### src/rtl/dualram_pkg.sv
// ============================================================================
// Module   : dualram_pkg
// Purpose  : Shared sizes and types for the 8x4 dual-port RAM burst reader.
// Revision : 1.0  initial release
// ============================================================================
`default_nettype none

package dualram_pkg;

    localparam int DW    = 4;
    localparam int AW    = 3;
    localparam int DEPTH = 2 ** AW;
    localparam int LW    = 3;

    typedef enum logic {
        IDLE  = 1'b0,
        BURST = 1'b1
    } rd_state_t;

    typedef logic [AW-1:0] addr_t;
    typedef logic [DW-1:0] data_t;
    typedef logic [LW-1:0] len_t;

endpackage

`default_nettype wire

### src/rtl/dualram_rr_arb.sv
// ============================================================================
// Module   : dualram_rr_arb
// Purpose  : Two-requester round-robin arbiter with a last-served pointer.
// Revision : 1.0  initial release
// ============================================================================
`default_nettype none

module dualram_rr_arb
    import dualram_pkg::*;
(
    input  logic       clk,
    input  logic       rst,
    input  logic [1:0] req,
    input  logic       update,
    output logic [1:0] gnt
);

    // Index of the port served most recently; starts at 1 so port 0 wins first.
    logic r_last;

    always_comb begin
        gnt = 2'b00;
        case (req)
            2'b01:   gnt = 2'b01;
            2'b10:   gnt = 2'b10;
            2'b11:   gnt = r_last ? 2'b01 : 2'b10;
            default: gnt = 2'b00;
        endcase
    end

    always_ff @(posedge clk) begin
        if (rst) begin
            r_last <= 1'b1;
        end else if (update && (gnt != 2'b00)) begin
            r_last <= gnt[1];
        end
    end

endmodule

`default_nettype wire

### src/rtl/dualram_burst_reader.sv
// ============================================================================
// Module   : dualram_burst_reader
// Purpose  : 8x4 RAM with one write port and a two-port arbitrated burst reader.
// Revision : 1.0  initial release
// ============================================================================
`default_nettype none

module dualram_burst_reader
    import dualram_pkg::*;
(
    input  logic          clk,
    input  logic          rst,
    input  logic          wr_en,
    input  logic [AW-1:0] wr_addr,
    input  logic [DW-1:0] wr_data,
    input  logic          rd_req0,
    input  logic [AW-1:0] rd_addr0,
    input  logic [2:0]    rd_len0,
    input  logic          rd_req1,
    input  logic [AW-1:0] rd_addr1,
    input  logic [2:0]    rd_len1,
    output logic          rd_ack0,
    output logic          rd_ack1,
    output logic          out_valid,
    input  logic          out_ready,
    output logic [DW-1:0] out_data,
    output logic          out_port,
    output logic          out_last,
    output logic          busy
);

    data_t     r_mem [DEPTH];
    rd_state_t r_state, w_state_nxt;
    addr_t     r_addr, w_addr_nxt;
    len_t      r_beats, w_beats_nxt;
    data_t     r_data, w_data_nxt;
    logic      r_valid, w_valid_nxt;
    logic      r_port, w_port_nxt;
    logic      r_last, w_last_nxt;
    logic      r_busy, w_busy_nxt;
    logic [1:0] r_ack, w_ack_nxt;

    logic [1:0] w_gnt;
    logic       w_arb_update;
    logic       w_sel;
    addr_t      w_req_addr, w_step_addr;
    len_t       w_req_len;
    data_t      w_req_data, w_step_data;

    dualram_rr_arb u_arb (
        .clk    (clk),
        .rst    (rst),
        .req    ({rd_req1, rd_req0}),
        .update (w_arb_update),
        .gnt    (w_gnt)
    );

    // Memory is never cleared, so writes land even while rst is high.
    always_ff @(posedge clk) begin
        if (wr_en) begin
            r_mem[wr_addr] <= wr_data;
        end
    end

    assign w_sel       = w_gnt[1];
    assign w_req_addr  = w_sel ? rd_addr1 : rd_addr0;
    assign w_req_len   = w_sel ? rd_len1  : rd_len0;
    assign w_step_addr = r_addr + addr_t'(1);

    // Write-first bypass for whichever address is being loaded this edge.
    assign w_req_data  = (wr_en && (wr_addr == w_req_addr))  ? wr_data : r_mem[w_req_addr];
    assign w_step_data = (wr_en && (wr_addr == w_step_addr)) ? wr_data : r_mem[w_step_addr];

    always_comb begin
        w_state_nxt  = r_state;
        w_addr_nxt   = r_addr;
        w_beats_nxt  = r_beats;
        w_data_nxt   = r_data;
        w_valid_nxt  = r_valid;
        w_port_nxt   = r_port;
        w_last_nxt   = r_last;
        w_busy_nxt   = r_busy;
        w_ack_nxt    = 2'b00;
        w_arb_update = 1'b0;

        case (r_state)
            IDLE: begin
                if (rd_req0 || rd_req1) begin
                    w_arb_update = 1'b1;
                    w_state_nxt  = BURST;
                    w_ack_nxt    = w_gnt;
                    w_addr_nxt   = w_req_addr;
                    w_beats_nxt  = w_req_len;
                    w_port_nxt   = w_sel;
                    w_data_nxt   = w_req_data;
                    w_valid_nxt  = 1'b1;
                    w_last_nxt   = (w_req_len == len_t'(0));
                    w_busy_nxt   = 1'b1;
                end
            end
            BURST: begin
                if (r_valid && out_ready) begin
                    if (r_last) begin
                        w_state_nxt = IDLE;
                        w_valid_nxt = 1'b0;
                        w_last_nxt  = 1'b0;
                        w_busy_nxt  = 1'b0;
                    end else begin
                        w_addr_nxt  = w_step_addr;
                        w_beats_nxt = r_beats - len_t'(1);
                        w_data_nxt  = w_step_data;
                        w_last_nxt  = (r_beats == len_t'(1));
                    end
                end
            end
            default: w_state_nxt = IDLE;
        endcase
    end

    always_ff @(posedge clk) begin
        if (rst) begin
            r_state <= IDLE;
            r_addr  <= '0;
            r_beats <= '0;
            r_data  <= '0;
            r_valid <= 1'b0;
            r_port  <= 1'b0;
            r_last  <= 1'b0;
            r_busy  <= 1'b0;
            r_ack   <= 2'b00;
        end else begin
            r_state <= w_state_nxt;
            r_addr  <= w_addr_nxt;
            r_beats <= w_beats_nxt;
            r_data  <= w_data_nxt;
            r_valid <= w_valid_nxt;
            r_port  <= w_port_nxt;
            r_last  <= w_last_nxt;
            r_busy  <= w_busy_nxt;
            r_ack   <= w_ack_nxt;
        end
    end

    assign rd_ack0   = r_ack[0];
    assign rd_ack1   = r_ack[1];
    assign out_valid = r_valid;
    assign out_data  = r_data;
    assign out_port  = r_port;
    assign out_last  = r_last;
    assign busy      = r_busy;

endmodule

`default_nettype wire
### config.mk
export PLATFORM = sky130hd
export DESIGN_NAME = dualram_burst_reader
export DESIGN_NICKNAME = d
export VERILOG_FILES = /design/src/rtl/dualram_pkg.sv /design/src/rtl/dualram_rr_arb.sv /design/src/rtl/dualram_burst_reader.sv
export SDC_FILE = /design/constraint.sdc
export NUM_CORES = 1
export LEC_CHECK = 0
export CORE_UTILIZATION = 59
export CTS_CLUSTER_SIZE = 28
export DETAILED_ROUTE_END_ITERATION = 12
export PLACE_DENSITY = 0.81
export SYNTH_ARGS = -nofsm -noshare
export SYNTH_HDL_FRONTEND = slang
export SYNTH_SLANG_ARGS = --single-unit
### constraint.sdc
create_clock -name clk -period 6.4 [get_ports clk]
set_input_delay 1.6 -clock clk [delete_from_list [all_inputs] [get_ports clk]]
set_output_delay 1.6 -clock clk [all_outputs]
set_load 0.01 [all_outputs]
==> metrics.txt, run 1 <==
# TYPE chip_impl_metric gauge
chip_impl_info{name="outcome",value="finished clean"} 1
chip_impl_metric{name="clkLatencyLatePin",unit="ps"} 310
chip_impl_metric{name="total_power",unit="mW"} 0.750
chip_impl_metric{name="cts.path.max_buffers",unit=""} 2
chip_impl_metric{name="cp_data_required_time",unit="ps"} 6580
chip_impl_metric{name="max_freq",unit="MHz"} 246
chip_impl_metric{name="worst-endpoint-arrival",unit="ps"} 4250
chip_impl_metric{name="routabilityCongestion",unit=""} 0.864
chip_impl_metric{name="detailed_route_wire_length_per_cell",unit="microns"} 18.6
chip_impl_info{name="critical_path_class",value="in2reg"} 1
chip_impl_metric{name="finalSetupViolations",unit=""} 0
chip_impl_metric{name="number_of_global_route_vias_before_repair",unit=""} 1982
chip_impl_metric{name="yosysUniqueCellTypes",unit=""} 44
chip_impl_metric{name="place.detailed.hpwl",unit="microns"} 4290
chip_impl_metric{name="drt_pass1_iterations",unit=""} 4
chip_impl_metric{name="synth.yosys.seq_area_share",unit="%"} 48.0
chip_impl_metric{name="setup.reg_to_reg.worst_slack",unit="ps"} 3610
chip_impl_metric{name="routed_wl",unit="microns"} 5790
chip_impl_metric{name="floorplan.die.height",unit="microns"} 69.8
chip_impl_metric{name="postSynthAreaPerCell",unit="sq um"} 11.8
chip_impl_metric{name="worst_clock_skew",unit="ps"} 5.73
chip_impl_info{name="start_kind",value="input port"} 1
chip_impl_metric{name="h-tree-depth",unit=""} 2
chip_impl_metric{name="cts_made_buffers",unit=""} 5
chip_impl_metric{name="whs",unit="ps"} 468
chip_impl_metric{name="post_route_cells_drive_above_1_share",unit="%"} 16.6
chip_impl_metric{name="grt_max_degree",unit=""} 19
chip_impl_metric{name="yosys_register_bits",unit=""} 49
chip_impl_metric{name="floorplan.die_area",unit="sq um"} 4870
chip_impl_info{name="clock_tree.root_cell",value="sky130_fd_sc_hd__clkbuf_8"} 1
chip_impl_info{name="timing.hold.worst.class",value="reg2reg"} 1
chip_impl_metric{name="cts_repair_resize_count",unit=""} 0
chip_impl_metric{name="critical_path_peak_fanout",unit=""} 18
chip_impl_metric{name="max-slew-margin-rel",unit="%"} 45.7
chip_impl_metric{name="post-route-drc-count",unit=""} 0
chip_impl_metric{name="layout.cells.non_filler",unit=""} 311
chip_impl_metric{name="numClockSinks",unit=""} 49
chip_impl_metric{name="initial_utilization",unit="%"} 61.9
chip_impl_metric{name="tightest_slew",unit="ps"} 798
chip_impl_metric{name="clkSlewWorstSetupHoldPaths",unit="ps"} 100
chip_impl_metric{name="vdd_ir_drop_max",unit="mV"} 0.150
chip_impl_metric{name="p_per_area",unit="nW/um^2"} 241
chip_impl_metric{name="post_cts_buffers",unit=""} 0
chip_impl_metric{name="n_antenna_cell",unit=""} 0
chip_impl_metric{name="hold_viol_final",unit=""} 0
chip_impl_info{name="cts_tree",value="built"} 1
chip_impl_metric{name="synth.yosys.warnings",unit=""} 0
chip_impl_metric{name="max-cap-violations",unit=""} 0
chip_impl_metric{name="drtAntennaViolNets",unit=""} 0
chip_impl_metric{name="floorplan.core_area",unit="sq um"} 4380
chip_impl_metric{name="initial_antenna_violation_count",unit=""} 0
chip_impl_metric{name="post_synth_instance_area",unit="sq um"} 2710
chip_impl_metric{name="vias",unit=""} 1997
chip_impl_metric{name="synth.net_count",unit=""} 258
chip_impl_metric{name="number_of_nets_in_the_layout",unit=""} 286
chip_impl_metric{name="ys_async_sr_fraction",unit="%"} 0
chip_impl_metric{name="area_delta_synth_final",unit="%"} 14.8
chip_impl_info{name="ys.flop_type",value="sky130_fd_sc_hd__edfxtp_1"} 1
chip_impl_metric{name="utilization",unit="%"} 71.0
chip_impl_metric{name="grt_overflow_total",unit=""} 0
chip_impl_metric{name="synth_edf_count",unit=""} 32
chip_impl_metric{name="dp.cells",unit=""} 303
chip_impl_metric{name="die_x",unit="microns"} 69.8
chip_impl_metric{name="io-pin-count",unit=""} 35
chip_impl_info{name="rsz0062_at_grt",value="false"} 1
chip_impl_metric{name="post-route-min-period",unit="ps"} 4070
chip_impl_metric{name="slew_violations",unit=""} 0
chip_impl_metric{name="post_drt_via_cell_ratio",unit=""} 6.42
chip_impl_metric{name="dr.first_iter.drc_count",unit=""} 151
chip_impl_metric{name="placementRows",unit=""} 24
chip_impl_metric{name="fin_tns_setup",unit="ps"} 0
chip_impl_metric{name="leakage",unit="nW"} 1.06
chip_impl_metric{name="gr-usage-all-layers",unit="%"} 25.5
chip_impl_metric{name="finalCritPeriodShare",unit="%"} 63.6
chip_impl_info{name="end_kind",value="register"} 1
chip_impl_metric{name="cts_hold_buffers",unit=""} 0
chip_impl_metric{name="synthCells",unit=""} 230
chip_impl_metric{name="grt_pass1_wl",unit="microns"} 9530
chip_impl_metric{name="portBuffers",unit=""} 34
## logic make-up after synthesis
kind of cell	share of synthesized area (%)
AO/OA/AOI/OAI	15.9
AND/OR/NAND/NOR	10.9
flip-flops	48.0
multiplexers	17.1
buffers and inverters	4.24
XOR/XNOR	2.54
adder cells (fa/ha/maj)	1.38
## layout by cell type (no fill, tap or decap), drive strengths merged, types with 7 or more instances in the layout
master | synthesis | final
dfxtp | 17 | 17
a22oi | 7 | 7
nor2 | 17 | 17
clkdlybuf4s50 | 0 | 34
mux4 | 8 | 8
a21oi | 13 | 13
nand2 | 15 | 15
o22ai | 13 | 13
edfxtp | 32 | 32
o21ai | 9 | 9
mux2 | 16 | 16
## layout make-up
| class | instances | area [sq um] |
|---|---|---|
| clock buffer | 5 | 68.8 |
| clock inverter | 3 | 26.3 |
| fill | 334 | 1270 |
| inverter | 4 | 15.0 |
| multi-input combinational | 164 | 1300 |
| sequential | 49 | 1300 |
| tap | 52 | 65.1 |
| timing repair buffer | 34 | 340 |
## layer usage
metal  wire (microns)  part of all wire [%]  GRT usage, %
met1             2450                    42          31.7
met2             2860                    49          42.6
met3              385                   6.7          6.54
met4               91                   1.6          9.78
met5                0                     0             0
## per-stage QoR
step,setup WS [ps],cell area [sq um]
global route,2140,3110
detailed placement,1990,3020
finish,2330,3110
floorplan,3210,2710
global placement,2020,3020
CTS,2320,3110
## sequential cells by signal (all words and copies together), names as in the netlist
name,cells
r_ack,2
r_addr,3
r_state,1
out_last,1
u_arb.r_last,1
out_port,1
r_mem,32
out_data,4
r_beats,3
busy,1
## cells in the mapped netlist, drive strengths merged, types with 2 or more instances
| cell | instances | area [sq um] |
|---|---|---|
| a211oi | 3 | 22.5 |
| a21oi | 13 | 65.1 |
| a22oi | 7 | 52.6 |
| and2 | 2 | 13.8 |
| and3 | 3 | 18.8 |
| buf | 8 | 81.3 |
| clkbuf | 5 | 18.8 |
| dfxtp | 17 | 340 |
| edfxtp | 32 | 961 |
| ha | 3 | 37.5 |
| inv | 4 | 15.0 |
| mux2 | 16 | 206 |
| mux2i | 6 | 76.3 |
| mux4 | 8 | 180 |
| nand2 | 15 | 56.3 |
| nand2b | 6 | 37.5 |
| nand3 | 3 | 15.0 |
| nand4 | 4 | 31.3 |
| nor2 | 17 | 63.8 |
| nor3 | 2 | 10.0 |
| o211ai | 6 | 45.0 |
| o21a | 5 | 37.5 |
| o21ai | 9 | 45.0 |
| o221ai | 6 | 52.6 |
| o22ai | 13 | 81.3 |
| or2 | 4 | 25.0 |
| or2b | 2 | 17.5 |
| xnor2 | 3 | 33.8 |
| xor2 | 4 | 35.0 |
## critical path, stage by stage
cell and delay (ps):
sky130_fd_sc_hd__clkdlybuf4s50_1 480, sky130_fd_sc_hd__a21boi_2 520, sky130_fd_sc_hd__mux2i_4 800, sky130_fd_sc_hd__mux2_2 420
sky130_fd_sc_hd__o22ai_1 160, sky130_fd_sc_hd__o21a_1 170, sky130_fd_sc_hd__o22ai_1 80
## power by group
group / switching [mW] / leakage [nW] / internal (mW)
Clock: 0.112 / 0.0423 / 0.0796
Sequential: 0.0169 / 0.431 / 0.355
Combinational: 0.0902 / 0.584 / 0.0955
## final timing paths
path,startpoint,endpoint,cells past startpoint
setup / recovery,rd_req1,out_data[1],7
hold / removal,r_addr[1],r_addr[1],2
setup reg to reg,r_addr[0],out_data[0],7
hold reg to reg,r_addr[1],r_addr[1],2
Note: power is estimated with default switching activity, not from simulation.
==> run 2, diff against run 1 <==
--- a/config.mk
+++ b/config.mk
@@ -5,10 +5,10 @@
 export SDC_FILE = /design/constraint.sdc
 export NUM_CORES = 1
 export LEC_CHECK = 0
-export CORE_UTILIZATION = 59
+export CORE_UTILIZATION = 50
 export CTS_CLUSTER_SIZE = 28
 export DETAILED_ROUTE_END_ITERATION = 12
-export PLACE_DENSITY = 0.81
+export PLACE_DENSITY = 0.73
 export SYNTH_ARGS = -nofsm -noshare
 export SYNTH_HDL_FRONTEND = slang
 export SYNTH_SLANG_ARGS = --single-unit
==> constraint.sdc (replaced) <==
create_clock -name clk -period 3.4 [get_ports clk]
set_input_delay 0.85 -clock clk [delete_from_list [all_inputs] [get_ports clk]]
set_output_delay 0.85 -clock clk [all_outputs]
set_load 0.01 [all_outputs]
==> metrics.txt, run 2 (synthesized netlist as in run 1, its figures left out) <==
# TYPE chip_impl_metric gauge
chip_impl_metric{name="slew_violations",unit=""} 0
chip_impl_metric{name="placementRows",unit=""} 26
chip_impl_metric{name="fillers",unit=""} 406
chip_impl_metric{name="gr-usage-all-layers",unit="%"} 22.5
chip_impl_metric{name="number_of_global_route_vias_before_repair",unit=""} 1923
chip_impl_metric{name="place.detailed.hpwl",unit="microns"} 4330
chip_impl_metric{name="grt_pass1_wl",unit="microns"} 9370
chip_impl_metric{name="total_power",unit="mW"} 1.41
chip_impl_metric{name="die_x",unit="microns"} 75.7
chip_impl_metric{name="n_antenna_cell",unit=""} 0
chip_impl_metric{name="floorplan.die.height",unit="microns"} 75.7
chip_impl_info{name="cts_tree",value="built"} 1
chip_impl_metric{name="max_freq",unit="MHz"} 353
chip_impl_info{name="critical_path_class",value="in2reg"} 1
chip_impl_metric{name="post-route-drc-count",unit=""} 0
chip_impl_metric{name="drtAntennaViolNets",unit=""} 0
chip_impl_metric{name="cts_repair_resize_count",unit=""} 0
chip_impl_info{name="largest_register",value="r_mem"} 1
chip_impl_metric{name="cts_made_buffers",unit=""} 5
chip_impl_metric{name="worst_clock_skew",unit="ps"} 7.25
chip_impl_metric{name="worstRegToRegCells",unit=""} 7
chip_impl_metric{name="clkLatencyLatePin",unit="ps"} 310
chip_impl_metric{name="p_per_area",unit="nW/um^2"} 440
chip_impl_metric{name="tightest_slew",unit="ps"} 674
chip_impl_metric{name="initial_utilization",unit="%"} 52.4
chip_impl_metric{name="dr.first_iter.drc_count",unit=""} 126
chip_impl_metric{name="min_path_cells",unit=""} 2
chip_impl_metric{name="vdd_ir_drop_max",unit="mV"} 0.304
chip_impl_metric{name="initial_antenna_violation_count",unit=""} 0
chip_impl_metric{name="leakage",unit="nW"} 1.11
chip_impl_metric{name="post-route-min-period",unit="ps"} 2840
chip_impl_metric{name="max-slew-margin-rel",unit="%"} 54.7
chip_impl_metric{name="floorplan.die_area",unit="sq um"} 5720
chip_impl_info{name="start_kind",value="input port"} 1
chip_impl_metric{name="hold_viol_final",unit=""} 0
chip_impl_metric{name="vias",unit=""} 1948
chip_impl_metric{name="grt_max_degree",unit=""} 19
chip_impl_metric{name="max-cap-violations",unit=""} 0
chip_impl_metric{name="flip_flop_count_of_the_largest_register_all_copies_and_words_added",unit=""} 32
chip_impl_info{name="rsz0062_at_grt",value="false"} 1
chip_impl_metric{name="post_route_cells_drive_above_1_share",unit="%"} 19.4
chip_impl_metric{name="finalSetupViolations",unit=""} 0
chip_impl_metric{name="routed_wl",unit="microns"} 5700
chip_impl_metric{name="cts.path.max_buffers",unit=""} 2
chip_impl_info{name="clock_tree.root_cell",value="sky130_fd_sc_hd__clkbuf_8"} 1
chip_impl_metric{name="h-tree-depth",unit=""} 2
chip_impl_metric{name="portBuffers",unit=""} 34
chip_impl_info{name="end_kind",value="register"} 1
chip_impl_metric{name="grt_overflow_total",unit=""} 0
chip_impl_metric{name="number_of_nets_in_the_layout",unit=""} 295
chip_impl_metric{name="cts_hold_buffers",unit=""} 0
chip_impl_metric{name="cp_data_required_time",unit="ps"} 3600
chip_impl_metric{name="io-pin-count",unit=""} 35
chip_impl_metric{name="setup_slack",unit="ps"} 563
chip_impl_metric{name="post_drt_via_cell_ratio",unit=""} 5.76
chip_impl_info{name="final_common_cell",value="sky130_fd_sc_hd__clkdlybuf4s50_1"} 1
chip_impl_metric{name="detailed_route_wire_length_per_cell",unit="microns"} 16.9
chip_impl_metric{name="routabilityCongestion",unit=""} 0.897
chip_impl_metric{name="critical_path_peak_fanout",unit=""} 8
chip_impl_metric{name="floorplan.core_area",unit="sq um"} 5170
chip_impl_info{name="timing.hold.worst.class",value="reg2reg"} 1
chip_impl_metric{name="drt_pass1_iterations",unit=""} 4
chip_impl_metric{name="post_cts_buffers",unit=""} 0
chip_impl_info{name="outcome",value="finished clean"} 1
chip_impl_metric{name="finalCritPeriodShare",unit="%"} 83.4
chip_impl_metric{name="fin_tns_setup",unit="ps"} 0
chip_impl_metric{name="area_delta_synth_final",unit="%"} 18.5
chip_impl_metric{name="worst-endpoint-arrival",unit="ps"} 3030
chip_impl_info{name="most-common-layout-cells",value="sky130_fd_sc_hd__clkdlybuf4s50_1 (34), sky130_fd_sc_hd__edfxtp_1 (32), sky130_fd_sc_hd__nor2_1 (17), sky130_fd_sc_hd__dfxtp_1 (17), sky130_fd_sc_hd__nand2_1 (15)"} 1
chip_impl_metric{name="dpl_worst_slack",unit="ps"} 251
chip_impl_metric{name="clkSlewWorstSetupHoldPaths",unit="ps"} 90
chip_impl_metric{name="numClockSinks",unit=""} 49
==> run 2: cell type report <==
class,count,area [sq um],share of cell area [%]
Clock buffer,5,68.8,2.14
Clock inverter,3,25.0,0.779
Inverter,4,15.0,0.467
Multi-Input combinational cell,164,1300,40.3
Sequential cell,49,1300,40.5
Tap cell,70,87.6,2.72
Timing Repair Buffer,43,420,13.1
==> run 2: final timing paths <==
| kind | startpoint | end | slack [ps] |
|---|---|---|---|
| worst max-delay path | rd_req1 | out_data[1] | 560 |
| worst min-delay path | r_addr[1] | r_addr[1] | 470 |
| worst max register to register | r_addr[1] | out_data[1] | 940 |
| worst min register to register | r_addr[1] | r_addr[1] | 470 |
==> run 2: worst max-delay path, stage by stage <==
cell and delay [ps]:
sky130_fd_sc_hd__clkdlybuf4s50_1 490, sky130_fd_sc_hd__a21boi_2 380, sky130_fd_sc_hd__mux2i_1 480, sky130_fd_sc_hd__xor2_1 220, sky130_fd_sc_hd__nand4_2 240, sky130_fd_sc_hd__o221ai_1 260
sky130_fd_sc_hd__o22ai_1 100
==> run 2: per-stage QoR <==
step           area, sq um  std cells  hold WS, ps  util, %
6_report              3210        338          468     62.1
3_5_place_dp          3120        330          456     60.3
4_1_cts               3210        338          468     62.1
3_3_place_gp          3120        330          452     60.3
2_1_floorplan         2710        230          436        -
5_1_grt               3210        338          483     62.1
==> run 2: per-layer routing <==
layer | track usage (%) | vias to the layer above | wire length, microns
li1 | - | 962 | -
met1 | 28.5 | 915 | 2560
met2 | 37.9 | 60 | 2750
met3 | 4.23 | 11 | 281
met4 | 9.67 | 0 | 107
met5 | 0 | - | 0
==> run 2: power breakdown <==
part / total, mW / internal [mW] / switching, mW
clock: 0.349 / 0.149 / 0.201
sequential: 0.691 / 0.669 / 0.0217
combinational: 0.374 / 0.192 / 0.182
